==> src/rtl/consolite_mem_pkg.sv <==
// Shared LPDDR / video frame buffer definitions for the consolite memory clients.
// Provides MCB command codes, screen geometry, the frame buffer base address
// and the pixel_reader state encoding.
package consolite_mem_pkg;

   localparam logic [2:0]  MCB_WRITE = 3'b000;
   localparam logic [2:0]  MCB_READ  = 3'b001;

   localparam int unsigned SCREEN_W  = 256;
   localparam int unsigned SCREEN_H  = 192;

   localparam logic [29:0] VRAM_BASE = 30'd0;

   localparam int unsigned TIMER_W   = 10;

   typedef enum logic [2:0] {
      PR_DRAIN = 3'd0,
      PR_IDLE  = 3'd1,
      PR_CMD   = 3'd2,
      PR_WAIT  = 3'd3,
      PR_POP   = 3'd4
   } pixel_rd_state_t;

   // Word-aligned frame buffer offset of pixel (x,y): {y,x} with lane bits cleared.
   function automatic logic [29:0] pixel_word_offset(input logic [7:0] x, input logic [7:0] y);
      return 30'({y, x[7:2], 2'b00});
   endfunction

endpackage

==> src/rtl/pixel_reader.sv <==
// pixel_reader: fetches one 8bpp pixel from the LPDDR frame buffer through a
// read-only MCB user port and returns the addressed byte with a done pulse.
// Ports:
//   clk, rst_n              - clock, synchronous active-low reset
//   pixel_en/x/y            - request strobe and pixel coordinates
//   pixel_rgb/rd_done/rd_err- returned byte, done pulse, abort flag
//   pixel_busy              - request in progress or read FIFO draining
//   mem_cmd_*               - MCB command FIFO (single-word reads)
//   mem_rd_*                - MCB read data FIFO (first-word fall-through)
module pixel_reader
   import consolite_mem_pkg::*;
#(
   parameter logic [29:0] BASE_ADDR = 30'd0,
   parameter int unsigned TIMEOUT   = 1023
) (
   input  logic        clk,
   input  logic        rst_n,
   input  logic        pixel_en,
   input  logic [7:0]  pixel_x,
   input  logic [7:0]  pixel_y,
   output logic [7:0]  pixel_rgb,
   output logic        pixel_rd_done,
   output logic        pixel_rd_err,
   output logic        pixel_busy,
   output logic        mem_cmd_en,
   output logic [2:0]  mem_cmd_instr,
   output logic [5:0]  mem_cmd_bl,
   output logic [29:0] mem_cmd_byte_addr,
   input  logic        mem_cmd_empty,
   input  logic        mem_cmd_full,
   output logic        mem_rd_en,
   input  logic [31:0] mem_rd_data,
   input  logic        mem_rd_empty,
   input  logic        mem_rd_full,
   input  logic [6:0]  mem_rd_count,
   input  logic        mem_rd_overflow,
   input  logic        mem_rd_error
);

   pixel_rd_state_t     state_q, state_d;
   logic [1:0]          lane_q, lane_d;
   logic [TIMER_W-1:0]  timer_q, timer_d;
   logic [29:0]         addr_q, addr_d;
   logic [7:0]          rgb_q, rgb_d;
   logic                done_q, done_d;
   logic                err_q, err_d;
   logic                busy_q, busy_d;
   logic                cmd_en_q, cmd_en_d;
   logic                rd_en_q, rd_en_d;
   logic [7:0]          lane_byte_c;
   logic                unused_c;

   assign unused_c = ^{mem_cmd_empty, mem_rd_full, mem_rd_count};

   // Little-endian byte lane select from the head word of the read FIFO.
   always_comb begin
      lane_byte_c = mem_rd_data[7:0];
      case (lane_q)
         2'd0:    lane_byte_c = mem_rd_data[7:0];
         2'd1:    lane_byte_c = mem_rd_data[15:8];
         2'd2:    lane_byte_c = mem_rd_data[23:16];
         default: lane_byte_c = mem_rd_data[31:24];
      endcase
   end

   // Next-state and registered-output logic.
   always_comb begin
      state_d  = state_q;
      lane_d   = lane_q;
      timer_d  = '0;
      addr_d   = addr_q;
      rgb_d    = rgb_q;
      done_d   = 1'b0;
      err_d    = 1'b0;
      cmd_en_d = 1'b0;
      rd_en_d  = 1'b0;

      case (state_q)
         PR_DRAIN: begin
            rd_en_d = !mem_rd_empty;
            if (mem_rd_empty) state_d = PR_IDLE;
         end
         PR_IDLE: begin
            if (pixel_en) begin
               if (pixel_y >= 8'(SCREEN_H)) begin
                  done_d = 1'b1;
                  err_d  = 1'b1;
                  rgb_d  = 8'd0;
               end else begin
                  lane_d   = pixel_x[1:0];
                  addr_d   = BASE_ADDR + pixel_word_offset(pixel_x, pixel_y);
                  cmd_en_d = !mem_cmd_full;
                  state_d  = PR_CMD;
               end
            end
         end
         PR_CMD: begin
            // A registered push already went out this cycle; otherwise retry once space appears.
            if (cmd_en_q) state_d = PR_WAIT;
            else          cmd_en_d = !mem_cmd_full;
         end
         PR_WAIT: begin
            timer_d = timer_q + TIMER_W'(1);
            // FIFO errors beat arriving data; data beats the timeout.
            if (mem_rd_error || mem_rd_overflow ||
                (mem_rd_empty && (timer_q == TIMER_W'(TIMEOUT - 1)))) begin
               done_d  = 1'b1;
               err_d   = 1'b1;
               rgb_d   = 8'd0;
               state_d = PR_DRAIN;
            end else if (!mem_rd_empty) begin
               rd_en_d = 1'b1;
               done_d  = 1'b1;
               rgb_d   = lane_byte_c;
               state_d = PR_POP;
            end
         end
         PR_POP: begin
            state_d = PR_IDLE;
         end
         default: begin
            state_d = PR_DRAIN;
         end
      endcase

      busy_d = (state_d != PR_IDLE);
   end

   // State and output registers.
   always_ff @(posedge clk) begin
      if (!rst_n) begin
         state_q  <= PR_DRAIN;
         lane_q   <= 2'd0;
         timer_q  <= '0;
         addr_q   <= BASE_ADDR;
         rgb_q    <= 8'd0;
         done_q   <= 1'b0;
         err_q    <= 1'b0;
         busy_q   <= 1'b1;
         cmd_en_q <= 1'b0;
         rd_en_q  <= 1'b0;
      end else begin
         state_q  <= state_d;
         lane_q   <= lane_d;
         timer_q  <= timer_d;
         addr_q   <= addr_d;
         rgb_q    <= rgb_d;
         done_q   <= done_d;
         err_q    <= err_d;
         busy_q   <= busy_d;
         cmd_en_q <= cmd_en_d;
         rd_en_q  <= rd_en_d;
      end
   end

   assign pixel_rgb         = rgb_q;
   assign pixel_rd_done     = done_q;
   assign pixel_rd_err      = err_q;
   assign pixel_busy        = busy_q;
   assign mem_cmd_en        = cmd_en_q;
   assign mem_cmd_instr     = MCB_READ;
   assign mem_cmd_bl        = 6'd0;
   assign mem_cmd_byte_addr = addr_q;
   assign mem_rd_en         = rd_en_q;

endmodule

==> config.mk <==
export PLATFORM = sky130hd
export DESIGN_NAME = pixel_reader
export DESIGN_NICKNAME = d
export VERILOG_FILES = /design/src/rtl/consolite_mem_pkg.sv /design/src/rtl/pixel_reader.sv
export SDC_FILE = /design/constraint.sdc
export NUM_CORES = 1
export LEC_CHECK = 0
export CORE_MARGIN = 1.5
export CORE_UTILIZATION = 35
export DETAILED_ROUTE_END_ITERATION = 6
export PLACE_DENSITY = 0.74
export SLEW_MARGIN = 5
export SYNTH_ARGS = -nofsm -noshare
export SYNTH_HDL_FRONTEND = slang
export SYNTH_SLANG_ARGS = --single-unit
==> constraint.sdc <==
create_clock -name clk -period 4.05 [get_ports clk]
set_clock_uncertainty 0.1 [all_clocks]
set_input_delay 1.215 -clock clk [delete_from_list [all_inputs] [get_ports clk]]
set_output_delay 1.215 -clock clk [all_outputs]
set_load 0.005 [all_outputs]
After elaboration in Yosys (flattened, before gate mapping). Index checks and enable logic that the tools add are counted.

$add $sub $neg: 1. $lt $le $gt $ge: 1. Equality and inequality tests: 11. Mux-type cells: 26. Bitwise logic cells: 1. Reductions and logical operators: 11.

Operators by type and width (count): two-way mux 8 bit (4); one-hot mux 8 bit (3 select lines) (1); two-way mux 3 bit (6); one-hot mux 8 bit (2 select lines) (1); one-hot mux 3 bit (5 select lines) (1); adder 10 x 1 -> 10 bit (second input constant) (1); == test 10 bit (second input constant) (1); two-way mux 1 bit (9); greater-or-equal comparator 8 bit (second input constant) (1); one-hot mux 1 bit (2 select lines) (4); == test 3 x 2 -> 1 bit (second input constant) (2); inequality test 2 bit (second input constant) (2); AND reduction 4 bit (1); == test 3 x 1 -> 1 bit (second input constant) (1); == test 3 bit (second input constant) (1); zero test 3 bit (1); inequality test 3 x 1 -> 1 bit (second input constant) (1); inequality test 3 bit (second input constant) (1); AND reduction 3 bit (1); == test 2 x 1 -> 1 bit (second input constant) (1); == test 2 bit (second input constant) (1); zero test 1 bit (2); zero test 2 bit (1); logical OR 1 bit (2); 4 further kinds (4).

Register bits: 42. Input bits: 64. Output and inout bits: 52. Logic and storage cells: 61.

Depth between registers and ports, before layout. Gate-level depths: netlist of the first run.

Word-level depth: 6. Mapped depth: 7. Depth with buffers taken out: 6.

Worst setup path before layout of the first run. No wires, ideal clock.

Kind: input port to flip-flop. Start: input pixel_en. End: register addr_q[6], in the netlist mem_cmd_byte_addr[6]. Setup time: 0.128 ns. Data arrival time: 2.200 ns. Data required time: 3.822 ns. Slack: 1.623 ns. Stages on the path: 6. Path buffers: 2. Path through: and4bb_2 > and2_1 > buf_2 > buf_4 > mux2i_1 > nor2_1.

Longest elaborated chain between the ends: 1.

RTL lines: start, declared (line pixel_reader.sv:18) `input logic pixel_en,`; AND reduction 3 bit (no line); end signal, assigned (line pixel_reader.sv:146) `addr_q <= addr_d;`; end, declared (line pixel_reader.sv:43) `logic [29:0] addr_q, addr_d;`.

Every way passes these cells. A chain may end at the register's enable or synchronous reset.

Worst setup path in the final report of the first run.
Start: input pixel_en. End: register addr_q[12], in the netlist mem_cmd_byte_addr[12].

Same word-level chain as after synthesis.

==> impl_metrics.py, run 1 <==
metrics = {
    "global_routing": {
        "antenna_found_initial": 0,
        "grt-ovfl-total": 0,
        "grt_usage_pct": 15.28,
        "grt_pass1_vias": 1547,
        "grt_max_degree": 19,
        "grt_pass1_wl_um": 7403,
    },
    "clock_network": {
        "post_cts_buffers": 0,
        "htreeDepth": 2,
        "cts_buffer_depth": 2,
        "clk_pin_slew_ns": 0.08,
        "cts_sinks": 42,
        "ctsResizeCount": 0,
        "cts_tree": "yes",
        "hold_buffers": 0,
        "worstSkewPairLatency_ns": 0.30,
        "cts_root_buf": "clkbuf_8",
        "cts-buffers-inserted": 5,
    },
    "power_and_ir_drop": {
        "swShare_pct": 20.66,
        "power_frac_seq_pct": 44.4,
        "irDropWorstVdd_mv": 0.2083,
        "switching_power_mw": 0.2001,
        "p_int_mw": 0.7683,
        "clkPwrFrac_pct": 42.5,
        "p_leak_nw": 1.119,
        "power_frac_comb_pct": 13.1,
        "p_per_area_mw_per_mm2": 321.6,
    },
    "finish": {
        "drive_gt1_share_pct": 8.191,
        "fin_cells": 368,
        "diodes": 0,
        "fillers": 539,
        "nets": 358,
        "area_growth_pct": 43.02,
    },
    "drt": {
        "antenna_left": 0,
        "vias_per_cell": 4.698,
        "drt_iter0_drc": 65,
        "wl_um": 4784,
        "num_vias": 1729,
        "wire_per_inst_um": 13.00,
        "detailedRoute.firstPassIterationCount": 4,
        "drc": 0,
    },
    "worst_hold_path": {
        "hp-class": "flop to flop",
        "holdPathStages": 2,
    },
    "die": {
        "die_w_um": 80.57,
        "die_area_sq_mm": 0.006491,
        "rows": 28,
        "core_area_sq_mm": 0.005851,
        "start_util_pct": 35.99,
        "die_h_um": 80.57,
        "ios": 116,
    },
    "worst_setup_path": {
        "worst-path-stages": 5,
        "crit_family": "simple AND/OR/NAND/NOR gates",
        "required_ns": 4.15,
        "cp_num_buf_inv": 1,
        "r2r_end": "pixel_busy$_SDFF_PN1_",
        "endpoint": "mem_cmd_byte_addr[12]$_SDFFE_PN0P_",
        "cp_max_fo": 17,
        "timing.rr.start": "state_q[1]$_SDFF_PN0_",
        "critPathLaunchType": "input port",
        "critical_path_class": "input port to flop",
        "crit_chain": "clkdlybuf4s50_1, and4bb_2, and2_1, mux2i_1, nor2_1",
        "slowest_stage": "and2_1",
        "rrSetupSlack_ns": 1.93,
        "arrival_ns": 3.10,
        "max_stage_delay_ns": 0.77,
        "ff2ff_path_depth": 4,
        "startpoint": "pixel_en",
        "end_kind": "flop",
    },
    "synthesis": {
        "synth_area_leader_cell": "dfxtp_1",
        "syn_inst": 215,
        "ys_warn_count": 0,
        "ys_seq_area_share_pct": 39.93,
        "ys_ff_latch": 42,
        "synth.top_cells.by_area": "dfxtp_1 40%, mux2i_1 11%, buf_4 9.3%",
        "synth_edf_count": 0,
        "syn_avg_cell_area_sq_um": 9.794,
        "syn_area_sq_mm": 0.002106,
        "synth-main-ff-cell": "dfxtp_1",
        "postSynth.asyncResetShare_pct": 0,
        "synth.distinct_cells": 42,
        "synth.top_cell.area_share_pct": 39.93,
    },
    "timing": {
        "worst_pin_slew_ns": 0.9666,
        "fmax_ghz": 0.3332,
        "fin_hold_ws_ns": 0.3576,
        "relSlewSlack_pct": 35.56,
        "slew_viol_final": 0,
        "fin_crit_sh_pct": 74.11,
        "fin_setup_tns_ns": 0,
        "fin_crit_ns": 3.002,
        "hold_viol_final": 0,
        "grt_setup_unrepaired": "no",
        "setup_viol": 0,
        "fin_ws_ns": 1.049,
    },
    "placed_design": {
        "place_worst_setup_slack_ns": 0.7135,
        "hpwl_um": 3685,
        "gp_congestion": 0.7802,
        "dp.cells": 360,
        "numPortBuffers": 81,
    },
    "status": {
        "status": "finished, final reports clean",
    },
    "flow_run": {
        "maxCapViolCount": 0,
    },
}
## synth_stat cells (all sizes together) (2+ instances only)
cell / n
dfxtp: 42
buf: 31
nor2: 29
mux2i: 24
nand2: 13
nand4: 11
mux4: 8
nand3: 7
clkbuf: 5
xor2: 5
inv: 3
or3: 3
a211oi: 2
a21oi: 2
a31oi: 2
conb: 2
ha: 2
nand2b: 2
nand3b: 2
nor3: 2
or2: 2
xnor2: 2
## cell usage in the layout, fill, tap and decap left out, drive strengths merged, types with 3 or more instances in the layout
| cell type | count |
|---|---|
| nand4 | 11 |
| dfxtp | 42 |
| conb | 25 |
| mux4 | 8 |
| or3 | 3 |
| nand2 | 13 |
| nor2 | 29 |
| inv | 3 |
| mux2i | 24 |
| xor2 | 5 |
| nand3 | 7 |
| clkdlybuf4s50 | 81 |
| clkbuf | 6 |
## routing by layer
metal | vias up | GRT usage [%] | wire, um
met5 | - | 0 | 0
met4 | 0 | 6.897 | 90
met3 | 9 | 7.841 | 450
met2 | 63 | 22.77 | 2267
met1 | 801 | 18.19 | 1975
li1 | 856 | - | -
## cell type report
cell class                      instances  area, sq um  area share [%]
Sequential cell                        42        840.8           27.92
Multi-Input combinational cell        157         1097           36.44
Inverter                                3        11.26          0.3739
Clock inverter                          2        60.06           1.994
Timing Repair Buffer                   83        825.8           27.42
Tap cell                               75        93.84           3.116
Clock buffer                            6        82.58           2.742
## registers in the layout, summed over array words and instances (netlist names), 2 cells and up
signal and cells:
mem_cmd_byte_addr 14, timer_q 10, pixel_rgb 8, state_q 3
lane_q 2
## power by group through the flow
stage	clock, mW	sequential, mW	combinational, mW
after floorplan	0	0.437	0.0705
after global placement	0	0.440	0.125
after detailed placement	0	0.440	0.127
after CTS	0.419	0.430	0.127
after global routing	0.443	0.432	0.138
final	0.412	0.430	0.126
## per-stage QoR
step | utilization, % | power (mW) | instance area [sq um]
after floorplan | - | 0.5079 | 2192
after global placement | 49.04 | 0.5641 | 2869
after detailed placement | 49.04 | 0.5664 | 2869
after CTS | 51.48 | 0.9765 | 3012
after global routing | 51.48 | 1.013 | 3012
final | 51.48 | 0.9684 | 3012
## worst min-delay path: cells and delay by family, from the launching register on
family | cells | cell delay (ns)
flip-flops | 1 | 0.31
multiplexers | 1 | 0.05
AND/OR/NAND/NOR | 1 | 0.05
## worst min-delay path by stage
stage                                   start                   endpoint
floorplan               timer_q[0]$_SDFF_PN0_      timer_q[0]$_SDFF_PN0_
global placement    pixel_rgb[1]$_SDFFE_PN0P_  pixel_rgb[1]$_SDFFE_PN0P_
detailed placement  pixel_rgb[3]$_SDFFE_PN0P_  pixel_rgb[3]$_SDFFE_PN0P_
CTS                 pixel_rgb[3]$_SDFFE_PN0P_  pixel_rgb[3]$_SDFFE_PN0P_
global route        pixel_rgb[5]$_SDFFE_PN0P_  pixel_rgb[5]$_SDFFE_PN0P_
finish              pixel_rgb[3]$_SDFFE_PN0P_  pixel_rgb[3]$_SDFFE_PN0P_
## kinds of logic (layout without fill, tap and decap cells)
group           count (synthesis)  after routing  share of synthesized area [%]
fa+ha+maj                       2              2                          1.188
compound gates                 14             14                          4.754
xor+xnor                        7              7                          2.912
mux                            32             32                          19.96
buf+inv                        39             94                          12.06
other cells                     2             25                         0.3566
simple gates                   77             77                          18.83
flops                          42             42                          39.93
(Power assumes the default switching activity.)
==> inputs of run 2 (changes only) <==
--- a/config.mk
+++ b/config.mk
@@ -8,7 +8,7 @@
 export CORE_MARGIN = 1.5
 export CORE_UTILIZATION = 35
 export DETAILED_ROUTE_END_ITERATION = 6
-export PLACE_DENSITY = 0.74
+export PLACE_DENSITY = 0.77
 export SLEW_MARGIN = 5
 export SYNTH_ARGS = -nofsm -noshare
 export SYNTH_HDL_FRONTEND = slang
==> constraint.sdc (replaced) <==
create_clock -name clk -period 2.6 [get_ports clk]
set_clock_uncertainty 0.1 [all_clocks]
set_input_delay 0.78 -clock clk [delete_from_list [all_inputs] [get_ports clk]]
set_output_delay 0.78 -clock clk [all_outputs]
set_load 0.005 [all_outputs]
==> impl_metrics.py, run 2 (same netlist as run 1, synthesis figures left out) <==
metrics = {
    "drt": {
        "vias_per_cell": 4.767,
        "wire_per_inst_um": 13.66,
        "num_vias": 1783,
        "antenna_left": 0,
        "drt_iter0_drc": 90,
        "detailedRoute.firstPassIterationCount": 4,
        "wl_um": 5109,
        "drc": 0,
    },
    "timing": {
        "fmax_ghz": 0.4293,
        "grt_setup_unrepaired": "no",
        "setup_viol": 0,
        "relSlewSlack_pct": 64.75,
        "fin_hold_ws_ns": 0.3619,
        "hold_viol_final": 0,
        "slew_viol_final": 0,
        "worst_pin_slew_ns": 0.5280,
        "fin_crit_ns": 2.329,
        "fin_crit_sh_pct": 89.58,
        "fin_ws_ns": 0.2708,
    },
    "worst_setup_path": {
        "critical_path_class": "input port to flop",
        "end_kind": "flop",
        "cp_max_fo": 9,
        "arrival_ns": 2.39,
        "required_ns": 2.66,
        "critPathLaunchType": "input port",
    },
    "clock_network": {
        "post_cts_buffers": 0,
        "cts_buffer_depth": 2,
        "hold_buffers": 0,
        "cts-buffers-inserted": 5,
        "ctsResizeCount": 0,
        "htreeDepth": 2,
        "cts_tree": "yes",
        "worstSkewPairLatency_ns": 0.29,
        "clk_pin_slew_ns": 0.08,
        "cts_root_buf": "clkbuf_8",
        "cts_sinks": 42,
    },
    "finish": {
        "largest_reg_flops": 14,
        "fin_cells": 374,
        "diodes": 0,
        "layout_commonest_cell": "clkdlybuf4s50_1",
        "multi_input_area_sq_mm": 0.001097,
        "register_area_sq_um": 840.8,
        "area_growth_pct": 45.16,
        "mostFrequentLayoutCells": "81 x clkdlybuf4s50_1, 42 x dfxtp_1, 29 x nor2_1, 25 x conb_1, 24 x mux2i_1",
        "fin_area_sq_mm": 0.003057,
        "fillers": 550,
        "drive_gt1_share_pct": 10.03,
        "nets": 364,
    },
    "placed_design": {
        "dp.cells": 366,
        "numPortBuffers": 81,
        "gp_congestion": 0.7767,
        "place_worst_setup_slack_ns": -0.03202,
        "placed_area_sq_mm": 0.002914,
        "hpwl_um": 3901,
    },
    "die": {
        "start_util_pct": 35.99,
        "die_area_sq_mm": 0.006491,
        "core_area_sq_mm": 0.005851,
        "rows": 28,
        "die_h_um": 80.57,
        "ios": 116,
        "die_w_um": 80.57,
    },
    "power_and_ir_drop": {
        "irDropWorstVdd_mv": 0.2944,
        "p_leak_nw": 1.149,
        "p_total_mw": 1.512,
        "p_per_area_mw_per_mm2": 494.8,
    },
    "status": {
        "status": "finished, final reports clean",
    },
    "worst_hold_path": {
        "hp-class": "flop to flop",
    },
    "global_routing": {
        "grt_pass1_vias": 1714,
        "grt_max_degree": 18,
        "antenna_found_initial": 0,
        "grt-ovfl-total": 0,
        "grt_pass1_wl_um": 7914,
        "grt_usage_pct": 15.81,
    },
    "flow_run": {
        "maxCapViolCount": 0,
    },
}
==> run 2: changes by cell type in the layout (fill, tap and decap cells not counted) <==
cell	delta
buf_4	+6
==> run 2: critical path, cell delays in order <==
cell and delay, ns:
clkdlybuf4s50_1 0.51, nand3_1 0.08, or3_4 0.33, a211o_1 0.50, mux2i_1 0.19
==> run 2: worst paths after layout <==
check / slack (ns) / cells after the start / endpoint / start
max: 0.27 / 5 / pixel_rgb[1]$_SDFFE_PN0P_ / mem_rd_empty
min: 0.36 / 2 / pixel_rgb[0]$_SDFFE_PN0P_ / pixel_rgb[0]$_SDFFE_PN0P_
max reg2reg: 0.69 / 4 / pixel_rgb[1]$_SDFFE_PN0P_ / timer_q[3]$_SDFF_PN0_
min reg2reg: 0.36 / 2 / pixel_rgb[0]$_SDFFE_PN0P_ / pixel_rgb[0]$_SDFFE_PN0P_
==> run 2: metrics by stage <==
stage / setup TNS [ns] / util, %
after global routing: 0 / 52.25
after CTS: 0 / 52.25
final: 0 / 52.25
after detailed placement: -0.1764 / 49.81
after global placement: -0.02277 / 49.81
after floorplan: 0 / -
==> run 2: area by class of cell <==
type                    count  area share, %
well taps                  75          3.070
inverters                   3         0.3684
multi-input cells         157          35.90
clock inverters             2          1.965
repair buffers             89          28.49
flip-flops and latches     42          27.51
clock buffers               6          2.702
==> run 2: per-layer routing <==
| metal | global-route usage, % | share of wire (%) | vias up | wire [um] |
|---|---|---|---|---|
| li1 | - | - | 872 | - |
| met1 | 18.96 | 41 | 852 | 2117 |
| met2 | 26.81 | 52 | 55 | 2633 |
| met3 | 4.432 | 6.2 | 4 | 315 |
| met4 | 5.690 | 0.84 | 0 | 43 |
| met5 | 0 | 0 | - | 0 |
==> run 2: where the power goes <==
part           internal, mW  switching, mW  total (mW)
sequential            0.657         0.0137       0.671
clock                 0.410          0.228       0.638
combinational         0.134         0.0701       0.204
total                  1.20          0.312        1.51
